[src/rtl/reg_dump_if.sv]
// Register-dump port bundle: start/stall handshake,
// register file read port, byte stream and status.
interface reg_dump_if;
    logic        start;
    logic        stall_req;
    logic        stall_ack;
    logic [3:0]  rno;
    logic [31:0] rdata;
    logic        tx_valid;
    logic [7:0]  tx_data;
    logic        tx_ready;
    logic        busy;
    logic        done;

    modport master (
        input  start, stall_ack, rdata, tx_ready,
        output stall_req, rno, tx_valid, tx_data, busy, done
    );

    modport slave (
        output start, stall_ack, rdata, tx_ready,
        input  stall_req, rno, tx_valid, tx_data, busy, done
    );
endinterface

[src/rtl/reg_dump.sv]
// Register file dump: freeze CPU writes, snapshot regs 0..LAST,
// then stream HDR, register bytes (LSB first) and an XOR checksum.
module reg_dump #(
    parameter int         LAST = 15,
    parameter logic [7:0] HDR  = 8'hA5
) (
    input logic        clk,
    input logic        rst,
    reg_dump_if.master bus
);
    typedef enum logic [2:0] {IDLE, REQ, SNAP, SEND, FIN} state_t;

    localparam int         NB     = 4 * (LAST + 1) + 2;
    localparam logic [6:0] B_CS   = 7'(NB - 2);
    localparam logic [6:0] B_END  = 7'(NB - 1);
    localparam logic [3:0] R_LAST = 4'(LAST);

    state_t      st;
    logic        stall_req_q;
    logic [3:0]  rno_q;
    logic        tx_valid_q;
    logic [7:0]  tx_data_q;
    logic        busy_q;
    logic        done_q;
    logic [6:0]  bcnt;
    logic [7:0]  csum;
    logic [31:0] snap_q [0:LAST];
    logic [31:0] wsel;
    logic [7:0]  nxt_byte;
    logic [7:0]  rd_xor;

    assign bus.stall_req = stall_req_q;
    assign bus.rno       = rno_q;
    assign bus.tx_valid  = tx_valid_q;
    assign bus.tx_data   = tx_data_q;
    assign bus.busy      = busy_q;
    assign bus.done      = done_q;

    // Byte following the one at bcnt: register byte, or the checksum last
    always_comb begin
        wsel     = snap_q[bcnt[5:2]];
        rd_xor   = bus.rdata[7:0] ^ bus.rdata[15:8]
                 ^ bus.rdata[23:16] ^ bus.rdata[31:24];
        nxt_byte = wsel[{bcnt[1:0], 3'b000} +: 8];
        if (bcnt == B_CS) begin
            nxt_byte = csum;
        end
    end

    // Snapshot buffer; contents are always rewritten before being sent
    always_ff @(posedge clk) begin
        if (st == SNAP) begin
            snap_q[rno_q] <= bus.rdata;
        end
    end

    // Dump sequencer with registered outputs
    always_ff @(posedge clk) begin
        if (rst) begin
            st          <= IDLE;
            stall_req_q <= 1'b0;
            rno_q       <= '0;
            tx_valid_q  <= 1'b0;
            tx_data_q   <= '0;
            busy_q      <= 1'b0;
            done_q      <= 1'b0;
            bcnt        <= '0;
            csum        <= '0;
        end else begin
            unique case (st)
                IDLE: begin
                    done_q <= 1'b0;
                    if (bus.start) begin
                        st          <= REQ;
                        busy_q      <= 1'b1;
                        stall_req_q <= 1'b1;
                    end
                end
                REQ: begin
                    if (bus.stall_ack) begin
                        st    <= SNAP;
                        rno_q <= '0;
                        csum  <= '0;
                    end
                end
                SNAP: begin
                    csum <= csum ^ rd_xor;
                    if (rno_q == R_LAST) begin
                        st          <= SEND;
                        stall_req_q <= 1'b0;
                        rno_q       <= '0;
                        tx_valid_q  <= 1'b1;
                        tx_data_q   <= HDR;
                        bcnt        <= '0;
                    end else begin
                        rno_q <= rno_q + 4'd1;
                    end
                end
                SEND: begin
                    if (bus.tx_ready) begin
                        if (bcnt == B_END) begin
                            st         <= FIN;
                            tx_valid_q <= 1'b0;
                            tx_data_q  <= '0;
                            done_q     <= 1'b1;
                        end else begin
                            bcnt      <= bcnt + 7'd1;
                            tx_data_q <= nxt_byte;
                        end
                    end
                end
                FIN: begin
                    st     <= IDLE;
                    done_q <= 1'b0;
                    busy_q <= 1'b0;
                    bcnt   <= '0;
                end
                default: st <= IDLE;
            endcase
        end
    end
endmodule

[src/flat_wrapper.sv]
// flat-port wrapper written by rule: the top's interface ports become plain ports
module reg_dump_flat 
#(
    parameter int         LAST = 15,
    parameter logic [7:0] HDR  = 8'hA5
)
  (clk, rst, bus_start, bus_stall_ack, bus_rdata, bus_tx_ready, bus_stall_req, bus_rno, bus_tx_valid, bus_tx_data, bus_busy, bus_done);
  reg_dump_if bus_i ();
  input logic clk;
  input logic rst;
  input wire logic [$bits(bus_i.start)-1:0] bus_start;
  input wire logic [$bits(bus_i.stall_ack)-1:0] bus_stall_ack;
  input wire logic [$bits(bus_i.rdata)-1:0] bus_rdata;
  input wire logic [$bits(bus_i.tx_ready)-1:0] bus_tx_ready;
  output wire logic [$bits(bus_i.stall_req)-1:0] bus_stall_req;
  output wire logic [$bits(bus_i.rno)-1:0] bus_rno;
  output wire logic [$bits(bus_i.tx_valid)-1:0] bus_tx_valid;
  output wire logic [$bits(bus_i.tx_data)-1:0] bus_tx_data;
  output wire logic [$bits(bus_i.busy)-1:0] bus_busy;
  output wire logic [$bits(bus_i.done)-1:0] bus_done;
  assign bus_i.start = bus_start;
  assign bus_i.stall_ack = bus_stall_ack;
  assign bus_i.rdata = bus_rdata;
  assign bus_i.tx_ready = bus_tx_ready;
  assign bus_stall_req = bus_i.stall_req;
  assign bus_rno = bus_i.rno;
  assign bus_tx_valid = bus_i.tx_valid;
  assign bus_tx_data = bus_i.tx_data;
  assign bus_busy = bus_i.busy;
  assign bus_done = bus_i.done;
  reg_dump #(.LAST(LAST), .HDR(HDR)) u_core (.clk(clk), .rst(rst), .bus(bus_i));
endmodule
[config.mk]
export PLATFORM = sky130hd
export DESIGN_NAME = reg_dump_flat
export DESIGN_NICKNAME = d
export VERILOG_FILES = /design/src/rtl/reg_dump_if.sv /design/src/rtl/reg_dump.sv /design/src/flat_wrapper.sv
export SDC_FILE = /design/constraint.sdc
export NUM_CORES = 1
export LEC_CHECK = 0
export ABC_AREA = 1
export CORE_MARGIN = 3
export CORE_UTILIZATION = 50
export CTS_CLUSTER_DIAMETER = 80
export DETAILED_ROUTE_END_ITERATION = 8
export GPL_ROUTABILITY_DRIVEN = 1
export PLACE_DENSITY_LB_ADDON = 0.25
export SLEW_MARGIN = 10
export SYNTH_ARGS = -nofsm -noshare
export SYNTH_HDL_FRONTEND = slang
export SYNTH_SLANG_ARGS = --single-unit
[constraint.sdc]
create_clock -name clk -period 8 [get_ports clk]
set_input_delay 1.6 -clock clk [delete_from_list [all_inputs] [get_ports clk]]
set_output_delay 1.6 -clock clk [all_outputs]
set_load 0.02 [all_outputs]
# After elaboration in Yosys (flattened, before gate mapping)
# Memory sizes are Yosys's and may differ from the RTL's. A register that Yosys moved wholly into a read port is not among the register bits.
# Index checks and enable logic that the tools add are counted.
# word_totals
reg_bits	34
latch_bits	0
ramBits	512
mem_bits_ro	0
inputBits	37
out_inout_bits	16
wordCells	81
mem_count	1
# mem_list
memory	depth	word_bits	rd	rd_ports_with_merged_regs	wr	line_no	text
u_core.snap_q	16	32	1	1	1	reg_dump.sv:27	logic [31:0] snap_q [0:LAST];
# classes
add_sub_neg	2
n_mul	0
div	0
order_cmp	0
n_eq_ne	13
n_shift	1
mux	35
n_bitwise	4
n_reduce_logical	16
# op_table
op	count
$mux W8	5
$pmux W8 S2	2
$shiftx A32 B6 Y8	1
$xor A8 B8 Y8	4
$mux W7	3
$pmux W7 S3	1
$mux W4	4
$mux W3	5
$eq A7 B7 Y1 const B	2
$pmux W3 S4	1
$ne A2 B2 Y1 const B	5
$reduce_bool A2 Y1	5
$mux W1	9
$reduce_and A3 Y1	3
$pmux W1 S2	4
$pmux W4 S2	1
$reduce_and A4 Y1	2
$add A7 B1 Y7 const B	1
$eq A3 B2 Y1 const B	2
$reduce_and A5 Y1	1
$add A4 B1 Y4 const B	1
$eq A4 B4 Y1 const B	1
$reduce_and A2 Y1	2
$eq A3 B1 Y1 const B	1
other kinds (5)	5

# Logic depth before layout (Yosys ltp)
# logic_depth
depth_word	6
ltp_mapped	14
mapped_depth_nobuf	13

# Worst setup path before layout
# No wires, ideal clock.
# synth_timing
path_type	register to register
from	reg u_core.rno_q[0] (netlist: u_core.bus.rno[0])
to	mem u_core.snap_q[7][0], enable pin
setup_time_ns	0.461
t_arrival_ns	3.080
required_ns	7.539
path_slack_ns	4.459
path_stages_with_launch	4
path_buffers	0
synth_period_minus_slack_ns	3.541
path_cell_list	dfxtp_1 > ha_1 > nand2_1 > nor3_1
# synth_rtl
element	line_no	text
start, declared	reg_dump.sv:20	logic [3:0] rno_q;
start signal, assigned	reg_dump.sv:96	rno_q <= rno_q + 4'd1;
end, declared	reg_dump.sv:27	
# No word-level cell before the write port.

==> metrics <==
CP endpoint u_core.bus.tx_data[1]$_SDFFE_PP0P_; die height between 200 and 250 µm; CTS Root Cell clkbuf_16; Area growth syn-to-layout 11.99%; largest net degree at the start of global routing about 160; worst path arrival time 4.10 ns; critical path required time around 8.5 ns; critical path depth 12; Post-DRT Antenna Nets 0; post-CTS setup buffer count 0; ranking of synthesized cells by area edfxtp_1 (68%), nand3_1 (11%), nand2_1 (10%), dfxtp_1 (3.4%), buf_2 (0.86%); routed wl met3 ~4800 µm; r2r setup slk roughly 4.4 ns; Inserted Clock Buffers 55; Overflow after GRT 0; Initial DRT Pass Iterations 6; Worst path slowest cell buf_4; Slew headroom 0.3101; Die Wd 218.7 µm; actual slew at the worst max-slew pin just over 1 ns; total number of yosys warnings 0; CTS resizes 0; Core Region 0.04441 mm²; WS Path Type register to register; worst-path cell chain inv_8, buf_4, nand2_1, nand3_1, nand3_1, nand3_1, nand2_1, nand2_1, nand3_1, nand3_1, nand2_1, a21oi_2; share of flip-flops with an asynchronous set or reset 0; worst r2r path cells 12; crit-path max FO approximately 160; leakage power approximately 9 nW; Post-synth EDFFs around 510; CP max stage delay about 0.91 ns; Highest Clock Rate around 0.28 GHz; commonest non-fill, non-tap cells in the layout nand2_1 (625), edfxtp_1 (512), nand3_1 (478), clkbuf_16 (57), clkdlybuf4s50_1 (52); NumNets Final between 2,000 and 2,500; Slew Viols, Final 0; Routed WL around 58,000 µm; H-tree depth 2; Tcrit/Tclk final 0.4471; syn_nets between 2,000 and 2,500; port bufs 52; Vias/cell about 5.7; Vias around 15,000; status finished clean; mean routed wirelength per cell around 22 µm; RSZ-0062 raised after global routing false; die area roughly 0.048 mm²; CTS sink cnt between 500 and 600; Initial DRC Count 1,792; Yosys reg bits 550; clk_lat worst skew about 0.60 ns; Final Hold Violating Endpoints 0; TritonCTS clock tree built; num rows 77; WL met2 27,610 µm; antenna violations before repair 0; Worst Path Buf+Inv 2; RR Endpoint u_core.bus.tx_data[1]$_SDFFE_PP0P_; number of global-route vias before repair 14,300; most area-hungry cell type in the Yosys netlist edfxtp_1; hold buffers post-CTS 0; synthesized cell area ~0.023 mm²; layout cells sized above 1 0.07220; DP Wirelength 30,450 µm; DRC Markers 0; GR Util All Layers 0.2438; final setup vio count 0; setup TNS 0 ns; first-pass GRT wire length ~90,000 µm; share of the synthesized area in the top cell type 0.6795; Non-Filler Instances 2,628; number of inserted diodes 0; Power, Total 0.006230 W; initial core utilization 0.5095; synthesized area per cell between 10 and 15 µm²; final instance area roughly 0.025 mm²; met1 wire length approximately 24,000 µm; Worst Clk Skew about 0.016 ns; Max IR drop VDD between 0.15 and 0.2 mV; Top FF cell, synth edfxtp_1; clock tree buffer depth 3; commonest non-fill, non-tap cell in the layout nand2_1; Synth cell types 34; crit start category register; post-synthesis sequential area ratio 0.7131; Final min period around 3.6 ns; Final GP Congestion 0.8860; crit-path most repeated cell nand3_1; cell family with most CP delay buffers and inverters; max-cap check violation count 0; Fin Hold WS between 0.4 and 0.5 ns; post-synthesis cell count about 2,000; Top-Level Pins between 50 and 60; placed cell area 0.02359 mm²; placed insts 2,525; CP Capture Type register; Clock Pin Slew Worst Setup and Hold Paths approximately 0.060 ns; Hold Path Class register to register; Highest Signal Layer met4; PD cells 245.9 mW/mm²
==> metal layers <==
metal | global-route usage | vias up
met5 | 0 | -
met3 | 0.03643 | 129
met4 | 0.08598 | 0
li1 | - | 6947
met1 | 0.3394 | 7341
met2 | 0.3952 | 679
==> worst min-delay path by stage <==
stage / from / to / slack [ns] / cells past startpoint
2_1_floorplan: u_core.csum[7]$_SDFFE_PP0P_ / u_core.csum[7]$_SDFFE_PP0P_ / 0.44 / 2
3_3_place_gp: u_core.csum[1]$_SDFFE_PP0P_ / u_core.csum[1]$_SDFFE_PP0P_ / 0.45 / 2
3_5_place_dp: u_core.csum[4]$_SDFFE_PP0P_ / u_core.csum[4]$_SDFFE_PP0P_ / 0.46 / 2
4_1_cts: u_core.csum[4]$_SDFFE_PP0P_ / u_core.csum[4]$_SDFFE_PP0P_ / 0.46 / 2
5_1_grt: u_core.csum[7]$_SDFFE_PP0P_ / u_core.csum[7]$_SDFFE_PP0P_ / 0.49 / 2
6_report: u_core.csum[4]$_SDFFE_PP0P_ / u_core.csum[4]$_SDFFE_PP0P_ / 0.47 / 2
==> worst min-delay path: stages (launching register included) <==
cell and delay, ns:
dfxtp_1 0.31, nand2_1 0.06, a21oi_1 0.05
==> cell families (layout without fill, tap and decap cells) <==
| logic type | after synthesis | count (layout) | share of synthesized area |
|---|---|---|---|
| AND/OR/NAND/NOR | 1153 | 1153 | 0.2217 |
| flip-flops | 550 | 550 | 0.7131 |
| buffers and inverters | 165 | 236 | 0.03743 |
| AO/OA/AOI/OAI | 74 | 74 | 0.01775 |
| XOR/XNOR | 16 | 16 | 0.006193 |
| adder cells (fa/ha/maj) | 7 | 7 | 0.003870 |
==> cell usage after synthesis (3+ instances only) <==
cell type and count:
clkbuf_1 20, a21oi_2 5, nand3_1 478, nor2_1 27
nor3_1 6, buf_1 19, buf_2 39, nor3b_1 3
nor2_4 3, nand2_2 5, xor2_1 8, buf_4 26
xnor2_1 8, buf_6 8, inv_1 48, o21ai_0 27
ha_1 7, edfxtp_1 512, dfxtp_1 38, a21oi_1 38
nand2_1 625
==> state kept, by name, indices dropped and copies added (netlist names), named ones only <==
signal	flops
u_core.bus.busy	1
u_core.st	3
u_core.csum	8
u_core.bus.tx_data	8
u_core.snap_q	512
u_core.bus.done	1
u_core.bcnt	7
u_core.bus.tx_valid	1
u_core.bus.rno	4
u_core.bus.stall_req	1
==> metrics by stage <==
| step | util | setup slack, ns |
|---|---|---|
| 6_report | 0.5706 | 4.423 |
| 5_1_grt | 0.5706 | 4.132 |
| 4_1_cts | 0.5705 | 4.028 |
| 3_5_place_dp | 0.5312 | 4.061 |
| 3_3_place_gp | 0.5312 | 4.068 |
| 2_1_floorplan | - | 4.459 |
==> layout make-up <==
class / instances / area, µm²
clock buffer: 74 / 1510
clock inverter: 29 / 234.0
fill: 3628 / 19070
inverter: 52 / 209.0
multi-input combinational: 1250 / 5763
sequential: 550 / 16150
tap: 592 / 740.7
timing repair buffer: 81 / 738.2
==> where the power goes <==
group          total [W]  switching, W  internal (W)
clock network    0.00250       0.00106       0.00145
registers        0.00327     0.0000362       0.00323
logic           0.000458      0.000325      0.000133
Power figures use the tool's default switching activity.
